<file path="src/rtl/mod_counter_pkg.sv">
// Shared definitions for the modulo counter bank: load FSM states and the
// channel-index width helper used to size the load channel select.
package mod_counter_pkg;

  // Load handshake FSM: IDLE accepts a request, APPLY writes it into a channel.
  typedef enum logic [0:0] {
    IDLE  = 1'b0,
    APPLY = 1'b1
  } ld_state_t;

  // Width of a channel index; never narrower than one bit.
  function automatic int ch_idx_w(input int n);
    return (n <= 2) ? 1 : $clog2(n);
  endfunction

endpackage

</file>
<file path="src/rtl/mod_counter_chan.sv">
// One modulo counter channel: up/down stepping with wrap pulse, and a
// load input that overrides stepping and clamps to the top of the range.
// Optional macro MOD_COUNTER_SATURATE_EN turns wrap-around into saturation;
// wrap then flags each cycle a step was blocked at the range edge.
module mod_counter_chan #(
  parameter int              WIDTH   = 16,
  parameter longint unsigned MODULUS = 8
) (
  input  logic             clock,
  input  logic             reset,
  input  logic             enable,
  input  logic             up,
  input  logic             load,
  input  logic [WIDTH-1:0] load_value,
  output logic [WIDTH-1:0] count,
  output logic             wrap
);

  // Largest legal count; values above it are out of range.
  localparam logic [WIDTH-1:0] MAXV = WIDTH'(MODULUS - 64'd1);

  logic [WIDTH-1:0] count_reg, count_next;
  logic             wrap_reg, wrap_next;

  // Next count: load wins, otherwise step in the requested direction.
  always_comb begin
    count_next = count_reg;
    wrap_next  = 1'b0;
    if (load) begin
      count_next = (load_value > MAXV) ? MAXV : load_value;
    end else if (enable) begin
      if (up) begin
        if (count_reg == MAXV) begin
`ifdef MOD_COUNTER_SATURATE_EN
          count_next = count_reg;
`else
          count_next = '0;
`endif
          wrap_next  = 1'b1;
        end else begin
          count_next = count_reg + 1'b1;
        end
      end else begin
        if (count_reg == '0) begin
`ifdef MOD_COUNTER_SATURATE_EN
          count_next = count_reg;
`else
          count_next = MAXV;
`endif
          wrap_next  = 1'b1;
        end else begin
          count_next = count_reg - 1'b1;
        end
      end
    end
  end

  // Count and wrap registers; wrap is high in the same cycle as the wrapped count.
  always_ff @(posedge clock or negedge reset) begin
    if (!reset) begin
      count_reg <= '0;
      wrap_reg  <= 1'b0;
    end else begin
      count_reg <= count_next;
      wrap_reg  <= wrap_next;
    end
  end

  assign count = count_reg;
  assign wrap  = wrap_reg;

endmodule

</file>
<file path="src/rtl/mod_counter_bank.sv">
// Bank of NCH independent modulo counters with a two-cycle load handshake.
// A load request is captured in IDLE and written to its channel in APPLY;
// requests for a channel index >= NCH are accepted and dropped.
// Optional macro MOD_COUNTER_SATURATE_EN selects saturating channels.
module mod_counter_bank
  import mod_counter_pkg::*;
#(
  parameter int              NCH     = 4,
  parameter int              WIDTH   = 16,
  parameter longint unsigned MODULUS = 8
) (
  input  logic                       clock,
  input  logic                       reset,
  input  logic [NCH-1:0]             enable,
  input  logic [NCH-1:0]             up,
  input  logic                       ld_valid,
  output logic                       ld_ready,
  input  logic [ch_idx_w(NCH)-1:0]   ld_ch,
  input  logic [WIDTH-1:0]           ld_value,
  output logic [NCH*WIDTH-1:0]       count,
  output logic [NCH-1:0]             wrap
);

  localparam int CW = ch_idx_w(NCH);

  ld_state_t        state_reg, state_next;
  logic [CW-1:0]    ld_ch_reg;
  logic [WIDTH-1:0] ld_value_reg;
  logic             accept;

  // Ready only in IDLE and never while reset is held.
  assign ld_ready = reset & (state_reg == IDLE);
  assign accept   = ld_valid & ld_ready;

  // FSM: accept in IDLE, apply for exactly one cycle, then back to IDLE.
  always_comb begin
    state_next = state_reg;
    case (state_reg)
      IDLE:    if (accept) state_next = APPLY;
      APPLY:   state_next = IDLE;
      default: state_next = IDLE;
    endcase
  end

  // State and captured request; reset drops any pending load.
  always_ff @(posedge clock or negedge reset) begin
    if (!reset) begin
      state_reg    <= IDLE;
      ld_ch_reg    <= '0;
      ld_value_reg <= '0;
    end else begin
      state_reg <= state_next;
      if (accept) begin
        ld_ch_reg    <= ld_ch;
        ld_value_reg <= ld_value;
      end
    end
  end

  generate
    for (genvar gi = 0; gi < NCH; gi++) begin : g_chan
      logic load_hit;
      // Out-of-range captured channels match no instance, so they are discarded.
      assign load_hit = (state_reg == APPLY) && (ld_ch_reg == CW'(gi));

      mod_counter_chan #(
        .WIDTH   (WIDTH),
        .MODULUS (MODULUS)
      ) u_chan (
        .clock      (clock),
        .reset      (reset),
        .enable     (enable[gi]),
        .up         (up[gi]),
        .load       (load_hit),
        .load_value (ld_value_reg),
        .count      (count[gi*WIDTH +: WIDTH]),
        .wrap       (wrap[gi])
      );
    end
  endgenerate

endmodule

</file>
<file path="config.mk">
export PLATFORM = sky130hd
export DESIGN_NAME = mod_counter_bank
export DESIGN_NICKNAME = d
export VERILOG_FILES = /design/src/rtl/mod_counter_pkg.sv /design/src/rtl/mod_counter_chan.sv /design/src/rtl/mod_counter_bank.sv
export SDC_FILE = /design/constraint.sdc
export NUM_CORES = 1
export LEC_CHECK = 0
export ABC_AREA = 1
export CORE_MARGIN = 3
export CORE_UTILIZATION = 57
export DETAILED_ROUTE_END_ITERATION = 10
export PLACE_DENSITY_LB_ADDON = 0.25
export SYNTH_ARGS = -nofsm -noshare
export SYNTH_HDL_FRONTEND = slang
export SYNTH_SLANG_ARGS = --single-unit
</file>
<file path="constraint.sdc">
create_clock -name clock -period 1.75 [get_ports clock]
set_input_delay 0.2625 -clock clock [delete_from_list [all_inputs] [get_ports clock]]
set_output_delay 0.2625 -clock clock [all_outputs]
set_load 0.05 [all_outputs]
</file>
# After elaboration in Yosys (flattened, before gate mapping)
# Cells that the tools add are included.
[totals]
register_bits = 87
latch_bits = 0
mem_bits_rw = 0
rom_bits = 0
input_bits = 29
out_inout_bits = 69
elab_cells = 86
n_memories = 0
[classes]
n_addsub = 8
n_mul = 0
n_div = 0
n_lt_le_gt_ge = 1
eq_ne = 7
n_shift = 0
muxes = 43
n_bitwise = 3
reduce_logical = 13
[ops]
columns = ["op", "count"]
rows = [
  ["$mux W16", 21],
  ["$add A16 B1 Y16 const B", 4],
  ["$eq A16 B3 Y1 const B", 4],
  ["$logic_not A16 Y1", 4],
  ["$sub A16 B1 Y16 const B", 4],
  ["$mux W1", 21],
  ["$gt A16 B3 Y1 const B", 1],
  ["$reduce_bool A2 Y1", 4],
  ["$eq A2 B2 Y1 const B", 2],
  ["$logic_and A1 B1 Y1", 4],
  ["$and A1 B1 Y1", 2],
  ["$eq A2 B1 Y1 const B", 1],
  ["$logic_not A2 Y1", 1],
  ["$pmux W1 S2", 1],
  ["$not A1 Y1", 1],
]

# Depth between registers and ports, before layout
[depth]
word_depth = 5
depth_mapped = 12
depth_no_buf = 11

# Cells and area by module
# A second synthesis with hierarchy kept.
[hier_totals]
cells_unflattened = 1311
hier_area_um2 = 8095.3
[modules_own_cells]
columns = ["module", "n_inst", "cells_each", "area_per_inst_um2", "seq_area_each_um2"]
rows = [
  ["mod_counter_chan", 4, 305, 1811.7, 425.4],
  ["mod_counter_bank", 1, 91, 848.3, 475.5],
]

# Least setup slack after synthesis
# Ideal clock, no wire load.
[synth_path]
path_kind = "register to register"
from = "reg state_reg"
to = "reg ld_ch_reg[1]"
setup_ps = 76
arrival_ps = 1870
required_time_ps = 1674
path_slack_ps = -197
stages_incl_launch_ff = 7
path_buffers = 1
synth_period_minus_slack_ps = 1947
cell_sequence = "dfrtp_1 -> nor2_1 -> nand2_1 -> inv_1 -> buf_2 -> nand2_1 -> o21ai_1"
[synth_via]
elab_chain_len = 3
[synth_lines]
columns = ["item", "line", "rtl"]
rows = [
  ["start: declaration", "mod_counter_bank.sv:26", "ld_state_t state_reg, state_next;"],
  ["start signal: assignment", "mod_counter_bank.sv:52", "state_reg <= state_next;"],
  ["$not A1 Y1", "mod_counter_bank.sv:32", "assign ld_ready = reset & (state_reg == IDLE);"],
  ["$and A1 B1 Y1", "mod_counter_bank.sv:32", ""],
  ["net ld_ready", "mod_counter_bank.sv:17", "output logic ld_ready,"],
  ["$and A1 B1 Y1", "mod_counter_bank.sv:33", "assign accept = ld_valid & ld_ready;"],
  ["end signal: assignment", "mod_counter_bank.sv:54", "ld_ch_reg <= ld_ch;"],
  ["end: declaration", "mod_counter_bank.sv:27", "logic [CW-1:0] ld_ch_reg;"],
]
# The timed path passes the listed nets, and every way through them passes these cells.
# A chain may end at the register's enable or synchronous reset.

# Final worst setup path
[layout_path]
from = "reg g_chan[0].u_chan.wrap_reg"
to = "out wrap[0]"
[layout_lines]
columns = ["item", "line", "rtl"]
rows = [
  ["start: declaration", "mod_counter_chan.sv:23", "logic wrap_reg, wrap_next;"],
  ["start signal: assignment", "mod_counter_chan.sv:65", "wrap_reg <= wrap_next;"],
  ["end: declaration", "mod_counter_bank.sv:21", "output logic [NCH-1:0] wrap"],
]
# No word-level cell between the ends.

==> impl_metrics.json <==
{
  "status": "finished, violations left",
  "violations": "hold timing",
  "skew_ns": 0.00725,
  "power.density_nw_per_um2": 1850,
  "cp.depth": 1,
  "final_common_cell": "sky130_fd_sc_hd__nand2_1",
  "synth_largest_area_cell": "sky130_fd_sc_hd__dfrtp_1",
  "ff_to_ff_path_depth": 10,
  "worstMarginPinSlew_ns": 0.507,
  "synth_xor_area_share_pct": 4.53,
  "synth.yosys.warnings": 0,
  "clock_tree_from_tritoncts": "yes",
  "critical-path-slowest-cell": "sky130_fd_sc_hd__clkdlybuf4s50_1",
  "die_area_um2": 14700,
  "pin_count": 98,
  "global_route.overflow_total": 0,
  "via_count": 8320,
  "largest_register_ffs": 64,
  "power.total_mw": 17.2,
  "synth_top_area_share_pct": 28.9,
  "complex_gate_fraction_of_the_synthesized_area_pct": 5.62,
  "synthAdderAreaFrac_pct": 1.99,
  "detail_route.wirelength_um": 22100,
  "synthesized_area_um2": 7540,
  "multiInputGateArea_um2": 4750,
  "final_cell_mix": "477 x sky130_fd_sc_hd__nand2_1, 139 x sky130_fd_sc_hd__nand3_1, 119 x sky130_fd_sc_hd__buf_4, 103 x sky130_fd_sc_hd__nor2_1, 81 x sky130_fd_sc_hd__inv_1",
  "chipHeight_um": 121,
  "finalMaxSlewViolations": 0,
  "drc": 0,
  "drv.max_cap_violation_count": 0,
  "routed_wire_length_per_instance_um": 14.6,
  "ys_ff_latch": 87,
  "grt_max_degree": 88,
  "fp.dieW_um": 121,
  "setup_tns_ns": 0,
  "critPathMaxStageDelay_ns": 0.79,
  "num_antenna_cells": 0,
  "hp-class": "in2async",
  "syn_inst": 1218,
  "avgSynthCellArea_um2": 6.19,
  "post-dp-hpwl_um": 16100,
  "syn_nets": 1259,
  "criticalPathCategory": "reg2out",
  "clk_pin_slew_ns": 0.07,
  "basic_gate_share_of_the_synthesized_area_counting_and_or_nand_and_nor_cells_pct": 49.5,
  "placed_cells_incl_taps": 1494,
  "critical_path_required_ns": 1.49,
  "critical_path_peak_fanout": 1,
  "syn2layout_area_growth_pct": 23.5,
  "cts_root_buf": "sky130_fd_sc_hd__clkbuf_16",
  "ant_nets": 0,
  "worst-path-buf-inv": 1,
  "seq_area_um2": 2190,
  "drt_pass1_iterations": 5,
  "portBuffers": 97,
  "grt_util_all_layers_pct": 30.4,
  "synth_top_family_by_area": "simple AND/OR/NAND/NOR gates",
  "muxShareOfSynthArea_pct": 0,
  "detail_route.iter0.violations": 811,
  "filler_cell_count": 1083,
  "yosysSeqAreaShare_pct": 28.9,
  "first_global_vias": 7576,
  "cts_hold_repair.buffers": 0,
  "setup.worst_path.end_class": "primary output",
  "synth.area.top_cells": "sky130_fd_sc_hd__dfrtp_1 29%, sky130_fd_sc_hd__nand2_1 24%, sky130_fd_sc_hd__nand3_1 9.3%",
  "timing.critical_path.cells": "clkdlybuf4s50_1",
  "worst-endpoint-arrival_ns": 1.45,
  "cts_sinks": 87,
  "stdcell_count": 1514,
  "clock_period_minus_final_worst_setup_slack_ns": 1.71,
  "peakVddDrop_v": 0.00110,
  "clock_tree.htree_level_count": 3,
  "nets": 1378,
  "worst_rel_slew_slack_pct": 66.1,
  "drive_above_1_share_pct": 18.8,
  "grt_antenna_before_repair": 0,
  "final.hold.worst_slack_ns": -0.0217,
  "cp_startpoint_kind": "flop",
  "rrSetupSlack_ns": 0.06,
  "cts_inserted_buffers": 9,
  "report.final.hold_viol_count": 5,
  "initial_core_util_pct": 59.1,
  "critical-path-top-delay-family": "buffers and inverters",
  "core_area_um2": 12800,
  "fmax_mhz": 585,
  "setup_repair_after_global_routing_missed_its_margin": "yes",
  "synth.distinct_cells": 39,
  "total_leakage_power_nw": 4.78,
  "grt_first_pass_wirelength_um": 36500,
  "globalplace.congestion": 0.959,
  "final.period_utilization_pct": 97.7,
  "worstSkewPairLatency_ns": 0.34,
  "core.rowCount": 41,
  "finalSetupViolCount": 0,
  "routed_via_density": 5.50,
  "fin_util_pct": 73.0,
  "clock_tree.buffer_depth": 2
}
cell type report:
cell class / count / area share (%)
Timing Repair Buffer: 162 / 15.5
Multi-Input combinational cell: 972 / 50.9
Tap cell: 172 / 2.31
Clock buffer: 13 / 2.79
Clock inverter: 3 / 0.698
Inverter: 105 / 4.26
Sequential cell: 87 / 23.5
where the power goes:
group	internal, mW	switching [mW]	total (mW)	leakage (nW)
Combinational	3.84	7.42	11.3	3.49
Clock	1.33	0.842	2.17	0.160
Sequential	2.70	1.09	3.79	1.12
Total	7.87	9.36	17.2	4.78
worst paths after layout:
path                                           start                    endpoint
setup / recovery               g_chan[0].u_chan.wrap                     wrap[0]
max in group asynchronous                      reset   g_chan[0].u_chan.count[1]
hold / removal                                 reset   g_chan[2].u_chan.count[9]
setup reg to reg           g_chan[1].u_chan.count[0]  g_chan[1].u_chan.count[12]
min in group clock                       ld_value[9]             ld_value_reg[9]
hold reg to reg                      ld_value_reg[0]             ld_value_reg[0]
stage by stage:
stage / setup WS, ns / area (um2) / hold WS [ns]
finish: 0.0401 / 9320 / -0.0217
global placement: 0.0831 / 8850 / 0.404
floorplan: 0.00793 / 7550 / -0.0331
global route: -0.0197 / 9320 / 0.0315
detailed placement: 0.0765 / 8850 / 0.400
CTS: 0.00332 / 9180 / 0.0295
layer usage:
metal  track usage [%]  wire length [um]
met5                 0                 0
met4              11.0               557
met3              3.08              1400
met2              49.7             10500
met1              41.9              9650
logic make-up after synthesis:
| family | after synthesis |
|---|---|
| flops | 87 |
| xor+xnor | 39 |
| simple gates | 848 |
| buf+inv | 159 |
| compound gates | 73 |
| fa+ha+maj | 12 |
Yosys cell counts:
master,number
sky130_fd_sc_hd__o211ai_1,5
sky130_fd_sc_hd__clkinv_1,2
sky130_fd_sc_hd__nor2_4,7
sky130_fd_sc_hd__nand3b_1,6
sky130_fd_sc_hd__dfrtp_1,87
sky130_fd_sc_hd__clkbuf_1,9
sky130_fd_sc_hd__xnor2_1,5
sky130_fd_sc_hd__a21oi_1,9
sky130_fd_sc_hd__o21ai_0,15
sky130_fd_sc_hd__nand3_2,3
sky130_fd_sc_hd__buf_4,9
sky130_fd_sc_hd__or2_1,1
sky130_fd_sc_hd__nor3_2,6
sky130_fd_sc_hd__o21ai_1,30
sky130_fd_sc_hd__nor2_2,29
sky130_fd_sc_hd__o21bai_1,2
sky130_fd_sc_hd__buf_2,30
sky130_fd_sc_hd__and3_1,1
sky130_fd_sc_hd__nand3_1,140
sky130_fd_sc_hd__nor2_1,112
sky130_fd_sc_hd__inv_1,81
sky130_fd_sc_hd__or2_2,2
sky130_fd_sc_hd__a22oi_1,5
sky130_fd_sc_hd__buf_6,6
sky130_fd_sc_hd__nand2_4,1
sky130_fd_sc_hd__nor3_4,2
sky130_fd_sc_hd__nor3_1,12
sky130_fd_sc_hd__nor2b_1,1
sky130_fd_sc_hd__and2_1,2
sky130_fd_sc_hd__ha_1,12
sky130_fd_sc_hd__o21ai_2,1
sky130_fd_sc_hd__o22ai_1,2
sky130_fd_sc_hd__a21oi_2,3
sky130_fd_sc_hd__inv_2,22
sky130_fd_sc_hd__a21oi_4,1
sky130_fd_sc_hd__xor2_1,34
sky130_fd_sc_hd__nand4_1,37
sky130_fd_sc_hd__nand2_2,7
sky130_fd_sc_hd__nand2_1,479
timing repair:
item | CTS | global route
resized for setup | 0 | 27
endpoints found under the hold margin | 0 | 0
endpoints found under the setup margin | 0 | 33
buffers inserted | 0 | 4
No activity file was read; power rests on OpenSTA's default activity.
==> edit 1: new RTL, same flow settings <==
One comparison of `count_reg` changes from == to >=.
--- a/src/rtl/mod_counter_chan.sv
+++ b/src/rtl/mod_counter_chan.sv
@@ -32,3 +32,3 @@
       if (up) begin
-        if (count_reg == MAXV) begin
+        if (count_reg >= MAXV) begin
 `ifdef MOD_COUNTER_SATURATE_EN
Formal check against the unedited RTL: same outputs for any inputs over 4 cycles, from zero or initial values and one cycle with reset low; that may be too few to reach the edited logic, so the function may still have changed.
==> edit 1 against the original RTL <==
- sequential cell count did not move
- final area fell by 25%
- register-to-register slack improved by 0.10 ns
- critical path depth rose by 6
- synthesized area fell by 24%
- global-route usage fell by 4.0 points
- hold slack improved by 0.45 ns
- core utilization rose by 0.50 points
- fmax rose by 7.5%
- worst setup slack improved by 0.12 ns
- routed wire length fell by 35%
Power is left out: the tool's default activity adds up to more than one toggle a clock period on the data nets, which glitch-free logic cannot reach.
==> edit 1: results (changes against the original RTL) <==
| Metric | Value |
|---|---|
| Outcome | completed (was complete, but fails checks) |
| Met2 wire len | 6930 um (was 10,500 um) |
| Req. time, crit path | 2.06 ns (was 1.49 ns) |
| Routing usage on met1 | 33.6% (was 41.9%) |
| Worst path slowest cell | dfrtp_1 (was clkdlybuf4s50_1) |
| Post-Route WL | 14,300 um (was 22,100 um) |
| Post-DP HPWL | 10,600 um (was 16,100 um) |
| Crit end category | register (was output pin) |
| Initial drt markers | 312 (was 811) |
| Synth unique cells | 31 (was 39) |
| Synth Instances | 836 (was 1,218) |
| Worst slew pin tran | 0.501 ns (was 0.507 ns) |
| Critical path peak fanout | 7 (was 1) |
| Crit. Startpoint | g_chan[0].u_chan.count[0]$_DFFE_PN0P_ (was g_chan[0].u_chan.wrap$_DFF_PN0_) |
| Worst reg-to-reg setup slack | 0.16 ns (was 0.06 ns) |
| Worst slack, placed | 0.193 ns (was 0.0765 ns) |
| Clk_lat worst skew | 0.37 ns (was 0.34 ns) |
| Vias in the first global route | 5,539 (was 7,576) |
| Clk_skew | 0.0189 ns (was 0.00725 ns) |
| Reg2reg path depth | 7 (was 10) |
| Vias per inst | 5.25 (was 5.50) |
| First-pass GRT wire length | 24,800 um (was 36,500 um) |
| Dpl cells | 1,062 (was 1,494) |
| Average wire per standard cell | 13.2 um (was 14.6 um) |
| Hold WC Path Type | in2reg (was in2async) |
[edit 1: cells by family (layout without fill, tap and decap cells)]
logic type,after synthesis,in the layout,share of synthesized area (%)
XOR/XNOR,25,25,3.83
adder cells (fa/ha/maj),12,12,2.62
buffers and inverters,102,216,7.92
flip-flops,87,87,38.1
AO/OA/AOI/OAI,37,37,3.70
AND/OR/NAND/NOR,573,573,43.9
[edit 1: worst register-to-register path: cells and delay by family (launching register included)]
family	cells	cell delay, ns
flops	1	0.47
buf+inv	1	0.15
simple gates	4	0.54
xor+xnor	1	0.18
fa+ha+maj	1	0.20
[edit 1: cell type report]
| type | count | area (um2) |
|---|---|---|
| Clock buffer | 9 | 124 |
| Clock inverter | 7 | 103 |
| Fill cell | 779 | 2520 |
| Inverter | 81 | 304 |
| Multi-Input combinational cell | 647 | 3090 |
| Sequential cell | 87 | 2180 |
| Tap cell | 129 | 161 |
| Timing Repair Buffer | 119 | 1020 |
[edit 1: repair_timing]
item,CTS,global route
endpoints found under the hold margin,79,0
gates resized for setup,4,0
hold buffers,1,0
setup endpoints to repair,4,0
[edit 1: worst min path at each step]
| stage | endpoint | slack, ns | cells past startpoint |
|---|---|---|---|
| global route | ld_value_reg[11]$_DFFE_PN0P_ | 0.44 | 3 |
| CTS | ld_value_reg[8]$_DFFE_PN0P_ | 0.42 | 3 |
| finish | ld_value_reg[8]$_DFFE_PN0P_ | 0.42 | 3 |
| floorplan | g_chan[0].u_chan.count[0]$_DFFE_PN0P_ | -0.03 | 0 |
| global placement | g_chan[1].u_chan.count[8]$_DFFE_PN0P_ | 0.36 | 2 |
| detailed placement | g_chan[1].u_chan.count[8]$_DFFE_PN0P_ | 0.37 | 2 |
==> edit 2: new RTL, config.mk and constraints unchanged <==
Made on the original files. `MODULUS` is set to 8 in 2 places; all go to 7.
--- a/src/rtl/mod_counter_chan.sv
+++ b/src/rtl/mod_counter_chan.sv
@@ -6,3 +6,3 @@
   parameter int              WIDTH   = 16,
-  parameter longint unsigned MODULUS = 8
+  parameter longint unsigned MODULUS = 7
 ) (
--- a/src/rtl/mod_counter_bank.sv
+++ b/src/rtl/mod_counter_bank.sv
@@ -9,3 +9,3 @@
   parameter int              WIDTH   = 16,
-  parameter longint unsigned MODULUS = 8
+  parameter longint unsigned MODULUS = 7
 ) (
Formal check against the unedited RTL: not equivalent (Yosys sat finds a counterexample within 4 cycles, from zero or initial values and one cycle with reset low).
==> edit 2 against the original RTL <==
- the flow still finishes with violations (hold timing)
- synthesized cell count rose by 5.1%
- clock power rose by 7%
- power rose by 0.90%
- worst setup slack got worse by 0.0032 ns
- final area rose by 2.2%
- sequential cell count did not move
- routed wire length rose by 2.0%
- synthesized area rose by 1.9%
- via count rose by 3.8%
- count of clock-buffer cells in the layout did not move
- critical path depth did not move
- fmax fell by 0.19%
- final cell count rose by 4.8%
- largest cell class unchanged
==> edit 2: results (changes against the original RTL) <==
| Metric | Value |
|---|---|
| Outcome | complete, but fails checks (unchanged) |
| Failing checks | hold timing (unchanged) |
| Vias in the first global route | 7,806 (was 7,576) |
| Reg2reg path depth | 11 (was 10) |
| Drt first pass iters | 6 (was 5) |
| Setup TNS | 0 ns (unchanged) |
| WHS | -0.0564 ns (was -0.0217 ns) |
| Max reg flops | 64 (unchanged) |
| Critical Path Max Stage Delay | 0.79 ns (about the same) |
| Asr flop ratio synth | 100% (unchanged) |
| IO buf count | 97 (unchanged) |
| Syn_area_per_cell | 6.00 um2 (was 6.19 um2) |
| Post-DP HPWL | 16,400 um (was 16,100 um) |
| Layout cells sized above 1 | 18.4% (was 18.8%) |
| Worst path arrival time | 1.45 ns (about the same) |
| N_diodes | 0 (unchanged) |
| Seq/Total Area, Yosys | 28.3% (was 28.9%) |
| Synth top cells by count | nand2_1, nand3_1, nor2_1, inv_1, dfrtp_1 (was nand2_1, nand3_1, nor2_1, dfrtp_1, inv_1) |
| Clock group | 2.32 mW (was 2.17 mW) |
| Post-synthesis xor/xnor area fraction | 4.10% (was 4.53%) |
| Clock-pin slew on the worst setup and hold paths | 0.07 ns (about the same) |
| Clk root buf | clkbuf_16 (unchanged) |
| Compound-gate portion of the synthesized area | 3.31% (was 5.62%) |
| Maximum VDD drop | 1.45 mV (was 1.10 mV) |
| Fin nets | 1,454 (was 1,378) |
| Average wire per standard cell | 14.2 um (was 14.6 um) |
| Clk_lat worst skew | 0.35 ns |
| Synth unique cells | 39 (unchanged) |
| Worst reg-to-reg setup slack | 0.05 ns |
| Warnings from Yosys | 0 (unchanged) |
| Synth area leaders | dfrtp_1, nand2_1, nand3_1 (unchanged) |
| Seq. pwr | 3.77 mW |
| Hold WC Path Type | in2async (unchanged) |
| Initial drt markers | 869 (was 811) |
| Gr usage total | 30.5% (was 30.4%) |
| Top delay family on crit path | buffers and inverters (unchanged) |
| Maximum clock path buffer count | 2 (unchanged) |
| Final-layout fill cell count | 1,118 (was 1,083) |
| Post-synthesis adder-cell area fraction | 2.61% (was 1.99%) |
| Initial antenna violation count | 0 (unchanged) |
| Multiplexer area fraction after synthesis | 0% (unchanged) |
| Num CTS Buffers | 9 (unchanged) |
| H-tree levels | 3 (unchanged) |
| Dpl cell area | 9040 um2 (was 8850 um2) |
| Post-Route WL | 22,600 um (was 22,100 um) |
| P_sw | 9.28 mW (was 9.36 mW) |
| Slew margin rel. | 65.3% (was 66.1%) |
| Ys flop type | dfrtp_1 (unchanged) |
| Net count after synthesis | 1,325 (was 1,259) |
| Leak pwr | 5.06 nW (was 4.78 nW) |
| Clk_skew | 0.0104 ns (was 0.00725 ns) |
| First-pass GRT wire length | 36,900 um (was 36,500 um) |
| Fin. Hold Viols | 9 (was 5) |
| Vias per inst | 5.44 (was 5.50) |
| Worst path slowest cell | clkdlybuf4s50_1 (unchanged) |
| Critical path peak fanout | 1 (unchanged) |
| Final GP Congestion | 0.966 (was 0.959) |
| Dpl cells | 1,566 (was 1,494) |
## edit 2: per-layer routing
metal | track usage (%) | vias up | routed length (um)
li1 | - | 4262 | -
met5 | 0 | - | 0
met4 | 13.2 | 0 | 642
met2 | 49.0 | 381 | 10600
met3 | 4.46 | 61 | 1750
met1 | 41.3 | 3930 | 9600
## edit 2: final cells by class
type,instances,area [um2],share of cell area [%]
inverter,114,430,4.52
clock buffer,13,260,2.73
timing repair buffer,175,1500,15.7
clock inverter,3,90.1,0.946
multi-input combinational,1022,4830,50.7
tap,172,215,2.26
sequential,87,2200,23.1
## edit 2: what timing repair did
item	CTS	global route
pin swaps	0	4
endpoints found under the setup margin	13	52
setup buffers	0	4
hold buffers	0	0
resized for setup	3	35
## edit 2: path summary, 6_finish.rpt
| check | end | from |
|---|---|---|
| worst min-delay path | g_chan[2].u_chan.count[12]$_DFFE_PN0P_ | reset |
| worst max-delay path | wrap[0] | g_chan[0].u_chan.wrap$_DFF_PN0_ |
| min in group clock | ld_value_reg[15]$_DFFE_PN0P_ | ld_value[15] |
| max in group asynchronous | g_chan[1].u_chan.count[7]$_DFFE_PN0P_ | reset |
| worst min register to register | ld_value_reg[15]$_DFFE_PN0P_ | ld_value_reg[15]$_DFFE_PN0P_ |
| worst max register to register | g_chan[0].u_chan.count[10]$_DFFE_PN0P_ | g_chan[0].u_chan.count[1]$_DFFE_PN0P_ |
## edit 2: per-stage QoR
stage	util, %	power (mW)	worst slack [ns]
floorplan	-	11.3	0.0107
global placement	70.2	14.5	0.0520
detailed placement	70.2	14.6	-0.0115
CTS	73.0	17.1	0.0199
global route	74.0	18.6	-0.0294
finish	74.0	17.4	0.0369
